$ cat src/rtl/arb_rr_pkg.sv
`default_nettype none
// ============================================================================
// Module   : arb_rr_pkg
// Purpose  : Shared types and helpers for the round-robin register arbiter.
//            Holds the arbiter state encoding and the pointer-advance helper.
// Revision : 1.0 - initial release
// ============================================================================
package arb_rr_pkg;

    localparam int unsigned c_STATE_W = 2;

    // Explicitly encoded so the state register width is fixed.
    typedef enum logic [c_STATE_W-1:0] {
        IDLE  = 2'd0,
        WRITE = 2'd1,
        ACK   = 2'd2
    } state_t;

    // Advance a round-robin index, wrapping from nreq-1 back to 0.
    function automatic int unsigned next_ptr(input int unsigned idx,
                                             input int unsigned nreq);
        if (idx + 1 >= nreq) begin
            return 0;
        end
        return idx + 1;
    endfunction

endpackage
`default_nettype wire

$ cat src/rtl/registro_param.sv
`default_nettype none
// ============================================================================
// Module   : registro_param
// Purpose  : Parameterized N-bit enable register. No reset of its own; the
//            owner clears it by forcing en=1 with d=0.
// Ports    : clk - clock, rising edge
//            en  - load enable
//            d   - data in  [N-1:0]
//            q   - data out [N-1:0]
// Revision : 1.0 - initial release
// ============================================================================
module registro_param #(
    parameter int N = 8
) (
    input  logic         clk,
    input  logic         en,
    input  logic [N-1:0] d,
    output logic [N-1:0] q
);

    always_ff @(posedge clk) begin
        if (en) begin
            q <= d;
        end
    end

endmodule
`default_nettype wire

$ cat src/rtl/rr_picker.sv
`default_nettype none
// ============================================================================
// Module   : rr_picker
// Purpose  : Combinational round-robin winner selection. Scans req starting
//            at ptr, then ptr+1, ... modulo NREQ, and reports the first set
//            bit.
// Ports    : req     - request vector [NREQ-1:0]
//            ptr     - highest-priority index [IW-1:0]
//            winner  - index of the selected requester [IW-1:0]
//            any_req - at least one request is pending
// Revision : 1.0 - initial release
// ============================================================================
module rr_picker #(
    parameter int NREQ = 4,
    parameter int IW   = $clog2(NREQ)
) (
    input  logic [NREQ-1:0] req,
    input  logic [IW-1:0]   ptr,
    output logic [IW-1:0]   winner,
    output logic            any_req
);

    int              w_idx;
    logic [IW-1:0]   w_cand;
    logic            w_found;

    assign any_req = |req;

    always_comb begin
        w_idx   = 0;
        w_cand  = '0;
        w_found = 1'b0;
        winner  = '0;
        for (int k = 0; k < NREQ; k++) begin
            w_idx  = (int'(ptr) + k) % NREQ;
            w_cand = IW'(w_idx);
            // First hit in scan order wins; later hits are ignored.
            if (!w_found && req[w_cand]) begin
                w_found = 1'b1;
                winner  = w_cand;
            end
        end
    end

endmodule
`default_nettype wire

$ cat src/rtl/arbitro_registro_rr.sv
`default_nettype none
// ============================================================================
// Module   : arbitro_registro_rr
// Purpose  : Round-robin write arbiter for one shared N-bit register.
//            IDLE picks a winner, WRITE loads its data (one cycle), ACK
//            returns a one-cycle acknowledge. One write per three cycles.
// Ports    : clk   - clock, rising edge
//            rst   - synchronous active-high reset
//            req   - per-requester write request [NREQ-1:0]
//            din   - flattened data, requester i at din[i*N +: N]
//            gnt   - one-hot grant, WRITE cycle only
//            ack   - one-hot acknowledge, ACK cycle only
//            q     - shared register contents [N-1:0]
//            owner - last requester that completed a write [IW-1:0]
//            busy  - high in WRITE and ACK
// Revision : 1.0 - initial release
// ============================================================================
module arbitro_registro_rr
    import arb_rr_pkg::*;
#(
    parameter int N    = 8,
    parameter int NREQ = 4,
    parameter int IW   = $clog2(NREQ)
) (
    input  logic              clk,
    input  logic              rst,
    input  logic [NREQ-1:0]   req,
    input  logic [NREQ*N-1:0] din,
    output logic [NREQ-1:0]   gnt,
    output logic [NREQ-1:0]   ack,
    output logic [N-1:0]      q,
    output logic [IW-1:0]     owner,
    output logic              busy
);

    state_t          r_state;
    state_t          w_next_state;
    logic [IW-1:0]   r_sel;
    logic [IW-1:0]   r_ptr;
    logic [IW-1:0]   r_owner;

    logic [IW-1:0]   w_winner;
    logic            w_any_req;
    logic            w_reg_en;
    logic [N-1:0]    w_sel_data;
    logic [N-1:0]    w_din_arr [NREQ];

    // ------------------------------------------------------------------
    // Winner selection
    // ------------------------------------------------------------------
    rr_picker #(
        .NREQ (NREQ),
        .IW   (IW)
    ) u_picker (
        .req     (req),
        .ptr     (r_ptr),
        .winner  (w_winner),
        .any_req (w_any_req)
    );

    // ------------------------------------------------------------------
    // Data mux: unflatten din, select the latched requester
    // ------------------------------------------------------------------
    for (genvar gi = 0; gi < NREQ; gi++) begin : g_unpack
        assign w_din_arr[gi] = din[gi*N +: N];
    end

    assign w_sel_data = w_din_arr[r_sel];

    // ------------------------------------------------------------------
    // FSM: state register
    // ------------------------------------------------------------------
    always_ff @(posedge clk) begin
        if (rst) begin
            r_state <= IDLE;
        end else begin
            r_state <= w_next_state;
        end
    end

    // ------------------------------------------------------------------
    // FSM: next-state logic
    // ------------------------------------------------------------------
    always_comb begin
        w_next_state = r_state;
        unique case (r_state)
            IDLE:    w_next_state = w_any_req ? WRITE : IDLE;
            WRITE:   w_next_state = ACK;
            ACK:     w_next_state = IDLE;
            default: w_next_state = IDLE;
        endcase
    end

    // ------------------------------------------------------------------
    // FSM: output decode (state and sel only, no path from req)
    // ------------------------------------------------------------------
    always_comb begin
        gnt      = '0;
        ack      = '0;
        busy     = 1'b0;
        w_reg_en = 1'b0;
        unique case (r_state)
            WRITE: begin
                gnt[r_sel] = 1'b1;
                busy       = 1'b1;
                w_reg_en   = 1'b1;
            end
            ACK: begin
                ack[r_sel] = 1'b1;
                busy       = 1'b1;
            end
            default: begin
            end
        endcase
    end

    // ------------------------------------------------------------------
    // sel / ptr / owner bookkeeping. Reset wins over a WRITE in flight,
    // so ptr is not advanced by an aborted write.
    // ------------------------------------------------------------------
    always_ff @(posedge clk) begin
        if (rst) begin
            r_sel   <= '0;
            r_ptr   <= '0;
            r_owner <= '0;
        end else begin
            if (r_state == IDLE && w_any_req) begin
                r_sel <= w_winner;
            end
            if (r_state == WRITE) begin
                r_owner <= r_sel;
                r_ptr   <= IW'(next_ptr(32'(r_sel), NREQ));
            end
        end
    end

    assign owner = r_owner;

    // ------------------------------------------------------------------
    // Shared register. It has no reset pin, so reset is folded into the
    // load path: force a load of zero while rst is high.
    // ------------------------------------------------------------------
    registro_param #(
        .N (N)
    ) u_reg (
        .clk (clk),
        .en  (w_reg_en | rst),
        .d   (rst ? '0 : w_sel_data),
        .q   (q)
    );

endmodule
`default_nettype wire

$ cat config.mk
export PLATFORM = sky130hd
export DESIGN_NAME = arbitro_registro_rr
export DESIGN_NICKNAME = d
export VERILOG_FILES = /design/src/rtl/arb_rr_pkg.sv /design/src/rtl/registro_param.sv /design/src/rtl/rr_picker.sv /design/src/rtl/arbitro_registro_rr.sv
export SDC_FILE = /design/constraint.sdc
export NUM_CORES = 1
export LEC_CHECK = 0
export CORE_ASPECT_RATIO = 1.75
export CORE_MARGIN = 1.5
export CORE_UTILIZATION = 40
export CTS_CLUSTER_SIZE = 14
export DETAILED_ROUTE_END_ITERATION = 10
export GPL_TIMING_DRIVEN = 0
export MAX_ROUTING_LAYER = met4
export PLACE_DENSITY = 0.84
export SLEW_MARGIN = 10
export SYNTH_ARGS = -nofsm -noshare
export SYNTH_HDL_FRONTEND = slang
export SYNTH_SLANG_ARGS = --single-unit
$ cat constraint.sdc
create_clock -name clk -period 3.1 [get_ports clk]
set_input_delay 0.31 -clock clk [delete_from_list [all_inputs] [get_ports clk]]
set_output_delay 0.31 -clock clk [all_outputs]
set_load 0.02 [all_outputs]
==> impl.org <==
** Run status
- The flow ran to the end, and the final reports show no timing, DRC or antenna violations.

** Floorplanning
- The region available for standard cell placement spans 2330 um^2.
- In this run the vertical extent of the chip is 68.8 um.
- I/O Pins :: 57
- The die covers 2790 um^2.
- Row generation in the floorplan step produced 23 rows.
- The die is 40.6 um wide.
- The initial utilization of the core area, before any placement, comes to 42.5%.

** STA
- Final cycle utilization of the critical path :: 74.0%
- Min Clock Period, post-route :: 2.29 ns
- Total of endpoints with negative setup slack in the final report :: 0
- Max Fclk :: 436 MHz
- Setup TNS Final :: 0 ns
- Unrepaired setup endpoints after global routing :: no
- Pins over their slew limit :: 0
- For the pin with the worst max-slew slack, the measured transition is 0.494 ns.
- Relative slew margins :: 67.1%
- Worst-case setup margin in the final layout :: 0.807 ns
- The count of final hold-check violations is 0.
- Clock tree skew after final layout :: 0.00239 ns

** Cells and area
- The multi-input combinational cells in the finished layout cover a total of 539 um^2.
- Design Area, Final :: 1640 um^2
- Area growth syn-to-layout :: 65.4%
- The layout has 158 filler cells.
- Across the whole layout, storage elements account for 400 um^2.
- For this run, the number of standard cells in the final layout without fillers is 169.
- Antenna diode count :: 0
- The net count of the finished layout is 190.
- Util after Layout :: 70.2%
- Share of cells above drive strength 1 :: 11.1%

** Global routing
- The first global-routing pass estimated 3880 um of wire.
- The global routing stage identified its most utilized layer as met2.
- Fraction of met1 tracks used by global routing :: 22.2%
- Vias in the first global route :: 863
- Number of antenna violations at the first check in global routing :: 0
- Global routing used 38.5% of the available met2 tracks.
- Total global routing track utilization :: 20.8%
- Summed over all layers, the global routing overflow is 0.
- Global routing met3 resource utilization :: 2.24%
- Maximum number of pins on one net before global-route repair :: 11

** Clocking
- CTS buffer count :: 3
- The root buffer cell chosen for the clock tree is sky130_fd_sc_hd__clkbuf_8.
- Reg clk slew, reported paths :: 0.06 ns
- In this run the post-CTS setup repair buffer count came out at 0.
- Cts-stage hold buffer count :: 0
- Clock latency on the worst-skew pair :: 0.24 ns
- TritonCTS built the clock tree.
- The number of gates resized after CTS was 0.
- CTS max path bufs :: 2
- The clock drives 16 sinks.
- CTS HTree Levels :: 1

** Placed design
- Number of buffer cells added on primary ports :: 56
- At the end of routability-driven placement, the weighted congestion stood at 0.703.
- Area after DPL :: 1580 um^2
- Post-detail-place hpwl :: 2310 um
- Pre-CTS setup slack :: 1.07 ns
- Once placement completed, the tool counted placed cells totaling 165.

** Yosys
- Counting flops with a built-in enable in the synthesized netlist gives 8.
- Counting flops with an async set or reset pin after synthesis yields a share of 0%.
- Counting every net in the synthesized netlist gives 129.
- Largest cells by area after synthesis :: sky130_fd_sc_hd__edfxtp_1 24%, sky130_fd_sc_hd__mux4_2 18%, sky130_fd_sc_hd__dfxtp_1 16%
- Among all cell types in the netlist, the one instantiated most often is sky130_fd_sc_hd__nor2b_1.
- Fraction of post-synthesis cell area in the top cell type by area :: 24.3%
- The cell area that synthesis handed to floorplanning was 990 um^2.
- Share of the yosys chip area belonging to registers :: 40.5%
- Counting distinct cell types in the post-synthesis netlist gives 21.
- Synth Warn # :: 0
- A synthesized cell averages 11.8 um^2.
- Cell type with the largest total area after synthesis :: sky130_fd_sc_hd__edfxtp_1
- Main synth FF type :: sky130_fd_sc_hd__edfxtp_1
- The cell count after synthesis came out at 84.
- In this run, synthesis produced a sequential element count of 16.

** Routing
- Post-detailed-route via-to-cell ratio :: 5.18
- In this run the remaining antenna-violating nets after routing total 0.
- First-iteration detailed-routing DRC count :: 14
- Number of DRC violations after detailed routing :: 0
- Pre-antenna DRT Iters :: 4
- Total Routed Length :: 2730 um
- After detailed routing, the average wire length per cell comes to 16.2 um.
- Detailed routing inserted a total of 875 vias.

** Worst setup path
- Data arrival, critical path :: 1.98 ns
- Critical R2R Launch :: r_sel[0]
- STA classifies the critical path endpoint as an output pin.
- The worst setup path is launched from a flop.
- Reg-to-reg endpoint :: u_reg.q[2]
- The critical path is of the reg2out type.
- The setup check on the worst reg-to-reg path leaves a slack of 1.52 ns.
- In this run the worst setup path terminates at gnt[3].
- The most critical setup path has its startpoint at r_state[1].
- Data required, critical path :: 2.79 ns
- Biggest fanout along the worst timing path :: 10
- Counting cells, the worst reg-to-reg path comes to 3.

** Power
- The clock network accounts for 28.0% of the total power.
- The analysis attributes to cell leakage a power of 0.610 nW.
- P_sw :: 0.164 mW
- In this run, flip-flops and latches consume 39.8% of the power.
- VDD sags by at most 0.352 mV.
- The internal portion of the total power is 0.480 mW.
- Net switching is 25.5% of the power.
- Power per unit of standard cell area :: 394 nW/um^2
- Share of total power in combinational logic :: 32.2%

** Min path
- The tightest min-delay check is of the reg2reg type.

** Job
- Count of max-cap constraint violations :: 0
power groups by stage:
stage                     logic [mW]  registers (mW)  clock network [mW]
after global routing           0.224           0.259               0.191
final                          0.208           0.257               0.180
after global placement         0.202           0.260                   0
after CTS                      0.209           0.258               0.184
after detailed placement       0.207           0.262                   0
after floorplan               0.0888           0.277                   0
layout by cell type, fill, tap and decap left out, types with 2 or more instances in the layout:
cell                              instances
sky130_fd_sc_hd__dfxtp_1                  8
sky130_fd_sc_hd__mux4_2                   8
sky130_fd_sc_hd__clkdlybuf4s50_1         56
sky130_fd_sc_hd__nor2b_1                 11
sky130_fd_sc_hd__mux2i_1                  4
sky130_fd_sc_hd__nor2_1                   8
sky130_fd_sc_hd__inv_1                    7
sky130_fd_sc_hd__clkbuf_1                 2
sky130_fd_sc_hd__and2_1                   8
sky130_fd_sc_hd__ha_1                     7
sky130_fd_sc_hd__a221oi_1                 2
sky130_fd_sc_hd__nand2_1                  2
sky130_fd_sc_hd__edfxtp_1                 8
sky130_fd_sc_hd__clkbuf_8                 4
worst min path at each step:
stage	start	end	slack, ns	cells after the start
after floorplan	rst	r_state[1]	0.38	1
after global placement	owner[1]	owner[1]	0.48	2
after detailed placement	owner[0]	owner[0]	0.49	2
after CTS	owner[0]	owner[0]	0.52	2
after global routing	owner[1]	owner[1]	0.55	2
final	owner[0]	owner[0]	0.52	2
registers in the layout (all words and copies together), names as in the netlist:
name / flops
r_state: 2
owner: 2
u_reg.q: 8
r_sel: 2
r_ptr: 2
worst max-delay path, cell delays in order (launching register included):
cell and delay, ns:
sky130_fd_sc_hd__dfxtp_1 0.32, sky130_fd_sc_hd__inv_1 0.08, sky130_fd_sc_hd__ha_1 0.14, sky130_fd_sc_hd__clkbuf_1 0.39
sky130_fd_sc_hd__and2_1 0.21, sky130_fd_sc_hd__clkdlybuf4s50_1 0.61
cell type report:
| class | count | area share [%] |
|---|---|---|
| tap | 25 | 1.91 |
| multi-input combinational | 57 | 33.0 |
| clock buffer | 4 | 3.36 |
| buffer | 4 | 1.45 |
| timing repair buffer | 56 | 34.3 |
| sequential | 16 | 24.5 |
| inverter | 7 | 1.61 |
stage by stage:
| step | power [mW] | hold WS [ns] |
|---|---|---|
| 2_1_floorplan | 0.366 | 0.382 |
| 3_3_place_gp | 0.462 | 0.482 |
| 3_5_place_dp | 0.469 | 0.493 |
| 4_1_cts | 0.650 | 0.519 |
| 5_1_grt | 0.675 | 0.548 |
| 6_report | 0.645 | 0.519 |
layer usage:
layer | vias to the layer above | part of all wire [%]
li1 | 420 | -
met3 | 4 | 5.2
met1 | 413 | 36
met2 | 38 | 58
met4 | 0 | 1.2
met5 | - | 0
cell families (layout without fill, tap and decap cells):
logic type,count (synthesis),in the layout,share of synthesized area (%)
AOI/OAI and AO/OA,6,6,5.69
adders and majority gates,7,7,8.85
buffers and inverters,11,71,5.06
DFF,16,16,40.5
muxes,12,12,22.3
and+or+nand+nor,32,32,17.7
Note: power is estimated with default switching activity, not from simulation.
